===== config.mk =====
export PLATFORM = sky130hd
export DESIGN_NAME = seg7_scan_driver
export DESIGN_NICKNAME = d
export VERILOG_FILES = /design/src/rtl/seg7_pkg.sv /design/src/rtl/tick_gen.sv /design/src/rtl/seg7_scan_driver.sv
export SDC_FILE = /design/constraint.sdc
export NUM_CORES = 1
export LEC_CHECK = 0
export BUFFER_PORTS_ARGS = -buffer_cell sky130_fd_sc_hd__buf_2
export CAP_MARGIN = 40
export CORE_MARGIN = 5
export CORE_UTILIZATION = 53
export DETAILED_ROUTE_END_ITERATION = 10
export PLACE_DENSITY_LB_ADDON = 0.1
export SLEW_MARGIN = 10
export SYNTH_ARGS = -nofsm -noshare
export SYNTH_HDL_FRONTEND = slang
export SYNTH_SLANG_ARGS = --single-unit

===== constraint.sdc =====
create_clock -name clk -period 3 [get_ports clk]
set_clock_uncertainty 0.15 [all_clocks]
set_input_delay 0.3 -clock clk [delete_from_list [all_inputs] [get_ports clk]]
set_output_delay 0.3 -clock clk [all_outputs]
set_load 0.02 [all_outputs]

===== src/rtl/seg7_pkg.sv =====
// Shared definitions for the seven-segment scan driver: segment decode,
// blank pattern and counter sizing helpers.
package seg7_pkg;

  // Active-high segment byte with every segment and the decimal point off.
  localparam logic [7:0] SEG_BLANK = 8'h00;

  // Width of a counter that runs 0..terminal-1; never narrower than 1 bit.
  function automatic int cnt_width(input int terminal);
    return (terminal <= 1) ? 1 : $clog2(terminal);
  endfunction

  // Clocks per event for a given event rate; clamps to 1 when the rate
  // is at or above the clock frequency.
  function automatic int tick_div(input int clk_hz, input int rate_hz);
    int d;
    d = clk_hz / rate_hz;
    return (d < 1) ? 1 : d;
  endfunction

  // Hex nibble to active-high a..g pattern (bit 0 = a, bit 6 = g, bit 7 = dp off).
  function automatic logic [7:0] hex_to_seg(input logic [3:0] nib);
    logic [7:0] s;
    case (nib)
      4'h0: s = 8'h3F;
      4'h1: s = 8'h06;
      4'h2: s = 8'h5B;
      4'h3: s = 8'h4F;
      4'h4: s = 8'h66;
      4'h5: s = 8'h6D;
      4'h6: s = 8'h7D;
      4'h7: s = 8'h07;
      4'h8: s = 8'h7F;
      4'h9: s = 8'h6F;
      4'hA: s = 8'h77;
      4'hB: s = 8'h7C;
      4'hC: s = 8'h39;
      4'hD: s = 8'h5E;
      4'hE: s = 8'h79;
      default: s = 8'h71;
    endcase
    return s;
  endfunction

endpackage


===== src/rtl/tick_gen.sv =====
// Free-running divider: counts 0..DIV-1 and pulses tick for the one cycle
// in which the count wraps. DIV=1 gives a tick every cycle.
module tick_gen
  import seg7_pkg::*;
#(
  parameter int DIV = 4
) (
  input  logic clk,
  input  logic rst_in,
  output logic tick
);

  localparam int             W    = cnt_width(DIV);
  localparam logic [W-1:0]   LAST = W'(DIV - 1);

  logic [W-1:0] cnt_q;
  logic [W-1:0] cnt_d;

  assign tick = (cnt_q == LAST);

  // Next count: advance, or return to zero at the terminal value.
  always_comb begin
    // NOTE: every variable gets a value before any condition, so no path
    // leaves it unassigned and no latch is inferred.
    cnt_d = cnt_q + W'(1);
    if (cnt_q == LAST) cnt_d = '0;
  end

  // Counter register with synchronous active-low reset.
  always_ff @(posedge clk) begin
    // NOTE: non-blocking assignments so every flop samples pre-edge values,
    // independent of statement order.
    if (!rst_in) cnt_q <= '0;
    else         cnt_q <= cnt_d;
  end

endmodule


===== src/rtl/seg7_scan_driver.sv =====
// Multiplexed N-digit seven-segment driver with double-buffered loads
// applied at frame boundaries, leading-zero blanking, per-digit blink,
// 16-step PWM brightness and a frame_done strobe.
module seg7_scan_driver
  import seg7_pkg::*;
#(
  parameter int CLK_FREQ   = 50_000_000,
  parameter int SCAN_HZ    = 1000,
  parameter int BLINK_HZ   = 2,
  parameter int DIGITS     = 4,
  parameter int ACTIVE_LOW = 1
) (
  input  logic                  clk,
  input  logic                  rst_in,
  input  logic [4*DIGITS-1:0]   value,
  input  logic [DIGITS-1:0]     dp_in,
  input  logic [DIGITS-1:0]     blink_mask,
  input  logic                  load,
  input  logic                  blank_lz,
  input  logic [3:0]            brightness,
  output logic [7:0]            seg,
  output logic [DIGITS-1:0]     an,
  output logic                  frame_done
);

  localparam int                TICK      = tick_div(CLK_FREQ, SCAN_HZ);
  localparam int                BLINK_DIV = tick_div(CLK_FREQ, 2 * BLINK_HZ);
  localparam int                SW        = cnt_width(DIGITS);
  localparam logic [SW-1:0]     LAST_SLOT = SW'(DIGITS - 1);
  localparam logic [7:0]        SEG_OFF   = (ACTIVE_LOW != 0) ? 8'hFF : 8'h00;
  localparam logic [DIGITS-1:0] AN_OFF    = (ACTIVE_LOW != 0) ? {DIGITS{1'b1}} : {DIGITS{1'b0}};

  logic slot_tick;
  logic blink_tick;

  tick_gen #(.DIV(TICK)) u_slot_prescaler (
    .clk    (clk),
    .rst_in (rst_in),
    .tick   (slot_tick)
  );

  tick_gen #(.DIV(BLINK_DIV)) u_blink_timer (
    .clk    (clk),
    .rst_in (rst_in),
    .tick   (blink_tick)
  );

  // State registers and their next values.
  logic [SW-1:0]         slot_q,       slot_d;
  logic [3:0]            pwm_q,        pwm_d;
  logic                  blink_on_q,   blink_on_d;
  logic [4*DIGITS-1:0]   pend_val_q,   pend_val_d;
  logic [DIGITS-1:0]     pend_dp_q,    pend_dp_d;
  logic [DIGITS-1:0]     pend_blink_q, pend_blink_d;
  logic                  pend_flag_q,  pend_flag_d;
  logic [4*DIGITS-1:0]   disp_val_q,   disp_val_d;
  logic [DIGITS-1:0]     disp_dp_q,    disp_dp_d;
  logic [DIGITS-1:0]     disp_blink_q, disp_blink_d;
  logic [7:0]            seg_q,        seg_d;
  logic [DIGITS-1:0]     an_q,         an_d;
  logic                  frame_done_q, frame_done_d;

  // Per-slot view of the display buffer.
  logic                  frame_wrap;
  logic [3:0]            nib;
  logic                  lz_run;
  logic [3:0]            cur_nib;
  logic                  cur_dp;
  logic                  cur_blink;
  logic                  cur_lz;
  logic [DIGITS-1:0]     an_hot;
  logic                  dark;
  logic [7:0]            seg_hi;
  logic [DIGITS-1:0]     an_hi;

  assign seg        = seg_q;
  assign an         = an_q;
  assign frame_done = frame_done_q;

  // Slot sequencing, free-running PWM/blink, and the double buffer swap.
  always_comb begin
    frame_wrap   = slot_tick && (slot_q == LAST_SLOT);
    slot_d       = slot_q;
    pwm_d        = pwm_q + 4'd1;
    blink_on_d   = blink_tick ? ~blink_on_q : blink_on_q;
    frame_done_d = frame_wrap;
    pend_val_d   = pend_val_q;
    pend_dp_d    = pend_dp_q;
    pend_blink_d = pend_blink_q;
    pend_flag_d  = pend_flag_q;
    disp_val_d   = disp_val_q;
    disp_dp_d    = disp_dp_q;
    disp_blink_d = disp_blink_q;

    if (slot_tick) slot_d = frame_wrap ? '0 : slot_q + SW'(1);

    if (load) begin
      pend_val_d   = value;
      pend_dp_d    = dp_in;
      pend_blink_d = blink_mask;
      pend_flag_d  = 1'b1;
    end

    // Display data only ever changes here, so a frame never mixes two loads.
    // A load in the boundary cycle itself is newer than any pending data.
    if (frame_wrap) begin
      if (load) begin
        disp_val_d   = value;
        disp_dp_d    = dp_in;
        disp_blink_d = blink_mask;
        pend_flag_d  = 1'b0;
      end else if (pend_flag_q) begin
        disp_val_d   = pend_val_q;
        disp_dp_d    = pend_dp_q;
        disp_blink_d = pend_blink_q;
        pend_flag_d  = 1'b0;
      end
    end
  end

  // Select the current slot's digit and work out leading-zero blanking,
  // scanning from the most significant digit down.
  always_comb begin
    nib       = 4'h0;
    lz_run    = blank_lz;
    cur_nib   = 4'h0;
    cur_dp    = 1'b0;
    cur_blink = 1'b0;
    cur_lz    = 1'b0;
    an_hot    = '0;
    for (int i = DIGITS - 1; i >= 0; i--) begin
      nib = disp_val_q[4*i +: 4];
      if ((nib != 4'h0) || (i == 0)) lz_run = 1'b0;
      if (slot_q == SW'(i)) begin
        cur_nib   = nib;
        cur_dp    = disp_dp_q[i];
        cur_blink = disp_blink_q[i];
        cur_lz    = lz_run;
        an_hot[i] = 1'b1;
      end
    end
  end

  // Output pattern: dark slots drive nothing; a blanked digit keeps its dp;
  // PWM gates only the anode.
  always_comb begin
    dark   = (cur_blink && !blink_on_q) || (cur_lz && !cur_dp);
    seg_hi = SEG_BLANK;
    an_hi  = '0;
    if (!dark) begin
      seg_hi    = cur_lz ? SEG_BLANK : hex_to_seg(cur_nib);
      seg_hi[7] = cur_dp;
      if (pwm_q <= brightness) an_hi = an_hot;
    end
    seg_d = (ACTIVE_LOW != 0) ? ~seg_hi : seg_hi;
    an_d  = (ACTIVE_LOW != 0) ? ~an_hi  : an_hi;
  end

  // All state and registered outputs, synchronous active-low reset.
  always_ff @(posedge clk) begin
    if (!rst_in) begin
      slot_q       <= '0;
      pwm_q        <= 4'd0;
      blink_on_q   <= 1'b1;
      // NOTE: the buffers are reset so the display comes up on a defined
      // all-zero frame; storage without such a need would stay unreset.
      pend_val_q   <= '0;
      pend_dp_q    <= '0;
      pend_blink_q <= '0;
      pend_flag_q  <= 1'b0;
      disp_val_q   <= '0;
      disp_dp_q    <= '0;
      disp_blink_q <= '0;
      seg_q        <= SEG_OFF;
      an_q         <= AN_OFF;
      frame_done_q <= 1'b0;
    end else begin
      slot_q       <= slot_d;
      pwm_q        <= pwm_d;
      blink_on_q   <= blink_on_d;
      pend_val_q   <= pend_val_d;
      pend_dp_q    <= pend_dp_d;
      pend_blink_q <= pend_blink_d;
      pend_flag_q  <= pend_flag_d;
      disp_val_q   <= disp_val_d;
      disp_dp_q    <= disp_dp_d;
      disp_blink_q <= disp_blink_d;
      seg_q        <= seg_d;
      an_q         <= an_d;
      frame_done_q <= frame_done_d;
    end
  end

endmodule


==> summary.md, run 1 <==
| Metric | Value |
|---|---|
| Status | completed |
| R2R depth | 10 |
| Total die area | about 11,000 sq um |
| Number of enable flip-flop cells after synthesis | 0 |
| DIE WIDTH | ~110 um |
| Pin slew with the least headroom to its limit | 0.894 ns |
| Initial Utilization | 0.538 |
| Vias in the first global route | between 3,000 and 4,000 |
| Crit start category | flip-flop |
| Post-Syn Area | 4900 sq um |
| Max-slew violation count | 0 |
| Area of the core | between 9000 and 10,000 sq um |
| Dominant cell by count in the synthesized netlist | dfxtp_1 |
| Setup WS pre-CTS | approximately 0.096 ns |
| Leakage Power | 1.95 nW |
| Overall Global Routing Usage | 0.179 |
| Num ports | between 40 and 50 |
| Initial DRC Count | approximately 130 |
| Power Density | roughly 480 nW/um^2 |
| Post-DP HPWL | around 7000 um |
| Max-Cap Viols | 0 |
| Worst-skew pair later-pin latency | roughly 0.36 ns |
| Worst Hold Class | input port to flip-flop |
| Top FF cell, synth | dfxtp_1 |
| Final Cycle Share | 0.970 |
| Worst endpoint data arrival time | 3.04 ns |
| Clock Path Buffers | 2 |
| Area share of the largest cell type after synthesis | 0.446 |
| Largest net degree at the start of global routing | 56 |
| VDD IR max | roughly 230 uV |
| Required @ worst endpoint | between 3 and 4 ns |
| Post-synth top cells | dfxtp_1, nor2_1, mux2i_1, a211oi_1 |
| Routed vias | 3,852 |
| Largest cells by area after synthesis | dfxtp_1, mux2i_1, nor2_1 |
| Netlist cell types | 55 |
| Grt ovf | 0 |
| Ant. Diodes | 0 |
| DR WL/cell | approximately 15 um |
| Router iterations before antenna repair | 5 |
| CTS Sinks | 109 |
| Clock root cell | clkbuf_8 |
| Worst-path clk slew | 0.11 ns |
| Initial antenna violation count | 0 |
| Syn_nets | 574 |
| CP Max Fanout | 15 |
| Port bufs | between 40 and 50 |
| Final wirelength | 9840 um |
| Drt via density | 5.79 |
| Final antenna-violating net count | 0 |
| Share of post-route cells with drive strength above 1 | 0.134 |
| Area leader, netlist | dfxtp_1 |
| Slew margin rel. | 0.404 |
| Cts hold-fix bufs | 0 |
| CTS tree | built |
| Sequential-to-total area share from yosys stat | 0.446 |
| Ys async rst share | 0 |
| RSZ-0062 raised after global routing | no |
| Layout Area Growth over Synthesis | 8.58% |
| Max Freq | 344 MHz |
| Final net count | ~600 |
| Final worst slack | just under 0.09 ns |
| Synthesized flop and latch total | 109 |
| Critical path class | flip-flop to flip-flop |
| Final Hold Viols | 0 |
| Hold path depth | 3 |
| Row cnt | 35 |
| H-tree depth | 3 |
| Yosys warnings | 0 |
| Syn Inst Count | between 500 and 600 |
| Fin crit period | 2.91 ns |
| Buffer count from post-CTS setup fixing | 0 |
| Num CTS Buffers | 9 |
| First-pass GRT wire length | between 15,000 and 20,000 um |
| Chip height | ~110 um |
| Mean Syn Cell Area | a little over 9 sq um |
| DR DRC count | 0 |
| Critical path endpoint category | flip-flop |
| GP Congestion | 0.855 |
| Setup TNS | 0 ns |
| Setup violators final | 0 |
## flip-flops by register name, indices dropped and copies added (netlist names)
name                    count
disp_blink_q                4
pend_dp_q                   4
u_slot_prescaler.cnt_q     16
slot_q                      2
an                          4
frame_done                  1
disp_val_q                 16
pwm_q                       4
disp_dp_q                   4
pend_val_q                 16
seg                         8
pend_blink_q                4
pend_flag_q                 1
blink_on_q                  1
u_blink_timer.cnt_q        24
## worst max-delay path: stages (launching register included)
cell,delay (ns)
dfxtp_1,0.41
inv_1,0.09
ha_1,0.36
nand3b_1,0.23
a221oi_1,0.34
or2_2,0.25
ha_1,0.20
inv_1,0.05
a2111oi_0,0.44
mux2i_1,0.19
o2111ai_1,0.14
## metrics by stage
step | area, sq um | total power, W | cells | hold slack, ns | utilization
2_1_floorplan | 4900 | 0.00163 | 525 | 0.222 | -
3_3_place_gp | 5110 | 0.00168 | 649 | 0.275 | 0.561
3_5_place_dp | 5110 | 0.00168 | 649 | 0.291 | 0.561
4_1_cts | 5310 | 0.00257 | 665 | 0.0415 | 0.583
5_1_grt | 5320 | 0.00266 | 665 | 0.0459 | 0.584
6_report | 5320 | 0.00253 | 665 | 0.0543 | 0.584
## per-layer routing
metal / wire (um) / vias up / global-route usage
met2: 4910 / 64 / 0.313
met1: 4530 / 1831 / 0.222
met5: 0 / - / 0
li1: - / 1945 / -
met3: 275 / 12 / 0.0364
met4: 126 / 0 / 0.0537
## repair_timing
| action | in CTS | in global routing |
|---|---|---|
| setup endpoints to repair | 0 | 3 |
| gates resized for setup | 0 | 1 |
| hold endpoints to repair | 0 | 0 |
## power breakdown
group | internal (W) | leakage [nW] | switching (W)
logic | 0.0000607 | 0.963 | 0.0000917
registers | 0.00148 | 0.888 | 0.0000148
clock network | 0.000411 | 0.104 | 0.000474
total | 0.00195 | 1.95 | 0.000581
## cell usage in the layout, fill, tap and decap left out, drive strengths merged, types with 3 or more instances in the layout
| cell | n |
|---|---|
| dfxtp | 109 |
| nor2 | 60 |
| buf | 51 |
| mux2i | 26 |
| a211oi | 26 |
| inv | 25 |
| a31oi | 24 |
| a21oi | 23 |
| nand3 | 22 |
| nand2 | 17 |
| ha | 17 |
| nand4 | 16 |
| xnor2 | 15 |
| xor2 | 12 |
| clkbuf | 11 |
| o31ai | 8 |
| nor4 | 7 |
| o21ai | 7 |
| or4 | 7 |
| nand3b | 6 |
| and3 | 6 |
| or3 | 6 |
| nor3 | 5 |
| and2 | 4 |
| and4 | 4 |
| nand4bb | 3 |
| nor4bb | 3 |
| or2 | 3 |
| clkinv | 3 |
## cell type report
class,count,area (sq um)
multi-input cells,354,2430
flip-flops and latches,109,2180
well taps,111,139
clock buffers,11,141
clock inverters,5,57.6
repair buffers,51,273
fillers,813,3790
inverters,24,90.1
## worst paths after layout
kind	to	slack (ns)	start
worst max register to register	seg[0]	0.09	slot_q[0]
worst min-delay path	pend_val_q[3]	0.05	value[3]
worst max-delay path	seg[0]	0.09	slot_q[0]
worst min register to register	u_blink_timer.cnt_q[0]	0.30	u_blink_timer.cnt_q[0]
## kinds of logic after synthesis
| logic type | after synthesis | share of synthesized area |
|---|---|---|
| compound gates | 109 | 0.158 |
| flops | 109 | 0.446 |
| buf+inv | 62 | 0.0583 |
| simple gates | 175 | 0.194 |
| xor+xnor | 27 | 0.0483 |
| fa+ha+maj | 17 | 0.0434 |
| mux | 26 | 0.0531 |
No activity file was read; power rests on OpenSTA's default activity.
==> run 2, diff against run 1 <==
--- a/config.mk
+++ b/config.mk
@@ -5,6 +5,7 @@
 export SDC_FILE = /design/constraint.sdc
 export NUM_CORES = 1
 export LEC_CHECK = 0
+export ABC_AREA = 1
 export BUFFER_PORTS_ARGS = -buffer_cell sky130_fd_sc_hd__buf_2
 export CAP_MARGIN = 40
 export CORE_MARGIN = 5
==> constraint.sdc (replaced) <==
create_clock -name clk -period 3.25 [get_ports clk]
set_clock_uncertainty 0.15 [all_clocks]
set_input_delay 0.325 -clock clk [delete_from_list [all_inputs] [get_ports clk]]
set_output_delay 0.325 -clock clk [all_outputs]
set_load 0.02 [all_outputs]
==> run 2 against run 1 <==
- non-clock buffer count decreased by 4
- die area increased by 7.9%
- via count increased by 24%
- power decreased by 7.3%
- global-route usage increased by 2.3 points
- sequential share of layout area decreased by 3.2 points
- hold slack improved by 0.0021 ns
- highest routed layer unchanged
==> summary.md, run 2 <==
| Metric | Value |
|---|---|
| Share of post-route cells with drive strength above 1 | 0.110 |
| DIE WIDTH | around 110 um |
| Post-DP HPWL | 8510 um |
| Crit-path most repeated cell | nand3_1 |
| Fin crit period | between 2 and 2.5 ns |
| Final wirelength | ~11,000 um |
| Cell Chain, Critical Path | inv_1 > ha_1 > inv_2 > nand3_1 > nand3_1 > nand2_1 > inv_1 > ha_1 > inv_1 > nand3_1 > nand3_1 > nand3_1 |
| CTS Sinks | 109 |
| Final worst slack | 0.909 ns |
| GR Util met2 | 0.317 |
| Ant. Diodes | 0 |
| Biggest register | u_blink_timer.cnt_q |
| Initial DRC Count | roughly 270 |
| Power Density | between 400 and 500 nW/um^2 |
| Clock root cell | clkbuf_8 |
| Setup violators final | 0 |
| Row cnt | 36 |
| Required @ worst endpoint | between 3 and 4 ns |
| GR Util met3 | 0.0524 |
| Commonest non-fill, non-tap cells in the layout | nand2_1, dfxtp_1, a21oi_1 |
| Area leader, netlist | dfxtp_1 |
| CP delay by family, top | simple AND/OR/NAND/NOR gates |
| Mean Syn Cell Area | between 7 and 8 sq um |
| Area of the core | slightly below 10,000 sq um |
| Syn Inst Count | about 760 |
| Final net count | roughly 840 |
| First-pass GRT wire length | between 15,000 and 20,000 um |
| Crit start category | flip-flop |
| Layout Area Growth over Synthesis | 8.39% |
| Top FF cell, synth | dfxtp_1 |
| CP bufs+invs | 4 |
| Vias in the first global route | between 4,000 and 5,000 |
| Crit-path slowest cell | ha_1 |
| Final Cycle Share | 0.720 |
| Area share of the largest cell type after synthesis | 0.410 |
| Num CTS Buffers | 9 |
| Drt via density | 5.16 |
| GP Congestion | 0.958 |
| Final Core Density | 0.590 |
| Synthesized flop and latch total | 109 |
| Initial antenna violation count | 0 |
| Port bufs | 44 |
| Final total power | roughly 0.0024 W |
| Overall Global Routing Usage | 0.203 |
| Total die area | approximately 12,000 sq um |
| Chip height | ~110 um |
| Critical path endpoint category | flip-flop |
| Fill count | approximately 960 |
| Setup WS pre-CTS | 0.954 ns |
| Number of enable flip-flop cells after synthesis | 0 |
| Num ports | between 40 and 50 |
| Max reg flops | 24 |
| Worst-skew pair later-pin latency | 0.38 ns |
| GRT met1 Usage | 0.281 |
| VDD IR max | between 300 and 400 uV |
| Largest cells by area after synthesis | dfxtp_1, nand2_1, a21oi_1 |
| Worst Hold Class | input port to flip-flop |
| Slew margin rel. | 0.477 |
| Final antenna-violating net count | 0 |
| Pin slew with the least headroom to its limit | between 0.7 and 0.8 ns |
| Worst endpoint data arrival time | between 2 and 2.5 ns |
| Post-synth top cells | nand2_1, dfxtp_1, a21oi_1, nor2_1, nand3_1 |
| Post-Syn Area | between 5000 and 6000 sq um |
| Grt ovf | 0 |
| Final Hold Viols | 0 |
| Layer with the highest usage | met2 |
| Initial Utilization | 0.545 |
| Buffer count from post-CTS setup fixing | 0 |
| Clock Path Buffers | 2 |
| Netlist cell types | 32 |
| Status | completed |
| CP Max Fanout | 11 |
| Router iterations before antenna repair | 5 |
| Dominant cell by count in the synthesized netlist | nand2_1 |
| Yosys warnings | 0 |
| CTS tree | built |
| Max Freq | around 430 MHz |
| Cts hold-fix bufs | 0 |
| Largest net degree at the start of global routing | 54 |
| Critical path class | flip-flop to flip-flop |
| DR DRC count | 0 |
| RSZ-0062 raised after global routing | no |
| Syn_nets | between 800 and 900 |
| Ys async rst share | 0 |
| Worst-path clk slew | around 0.1 ns |
| H-tree depth | 3 |
| Leakage Power | ~2.3 nW |
| Post-CTS resize count | 0 |
| Commonest non-fill, non-tap cell in the layout | nand2_1 |
| DR WL/cell | around 12 um |
| Slowest cell delay on critical path | 0.43 ns |
| Max-slew violation count | 0 |
| Setup TNS | 0 ns |
| Max-Cap Viols | 0 |
| Routed vias | 4,759 |
| Sequential-to-total area share from yosys stat | 0.410 |
## run 2: cell count changes after synthesis, moves of 9 or more
cell,before,now
nor2_1,60,69
clkbuf_1,15,6
a31oi_1,24,0
nand3_1,22,68
inv_1,24,60
nand4_1,15,38
nand2_1,17,224
xnor2_1,15,2
mux2i_1,26,0
a211oi_1,25,1
a21oi_1,22,84
## run 2: kinds of logic (layout without fill, tap and decap cells)
kind of cell    after synthesis  in the layout  share of synthesized area
xor+xnor                     11             11                     0.0181
fa+ha+maj                    17             17                     0.0400
flops                       109            109                      0.410
simple gates                434            434                      0.369
compound gates               91             91                     0.0863
buf+inv                      93            128                     0.0766
## run 2: per-stage QoR
| stage | instances | cell area [sq um] | hold slack [ns] |
|---|---|---|---|
| 2_1_floorplan | 755 | 5320 | 0.267 |
| 3_3_place_gp | 908 | 5570 | 0.281 |
| 3_5_place_dp | 908 | 5570 | 0.296 |
| 4_1_cts | 923 | 5770 | 0.0342 |
| 5_1_grt | 923 | 5770 | 0.0267 |
| 6_report | 923 | 5770 | 0.0564 |
## run 2: metal layers
metal  wire length, um  part of all wire
met5                 0                 0
met4                92            0.0080
met3               633             0.055
met2              5080              0.44
met1              5690              0.49
## run 2: final cells by class
class,instances,area [sq um],share of cell area
clock buffer,11,141,0.0245
clock inverter,4,56.3,0.00976
inverter,66,248,0.0429
multi-input combinational,553,2730,0.474
sequential,109,2180,0.378
tap,133,166,0.0288
timing repair buffer,47,243,0.0421
## run 2: worst register-to-register path: stages (launching register included)
cell and delay (ns):
dfxtp_1 0.35, inv_1 0.08, ha_1 0.43, inv_2 0.12
nand3_1 0.11, nand3_1 0.09, nand2_1 0.19, inv_1 0.12
ha_1 0.23, inv_1 0.08, nand3_1 0.10, nand3_1 0.11
nand3_1 0.07
## run 2: worst paths after layout
path                             start                   endpoint  slack, ns  cells after the start
max                          slot_q[1]                     seg[3]       0.91                     12
min                      blink_mask[3]            pend_blink_q[3]       0.06                      3
max reg2reg                  slot_q[1]                     seg[3]       0.91                     12
min reg2reg  u_slot_prescaler.cnt_q[0]  u_slot_prescaler.cnt_q[0]       0.30                      1
## run 2: where the power goes
part           internal, W  switching (W)
clock network     0.000379       0.000452
registers          0.00137      0.0000136
logic            0.0000487      0.0000902
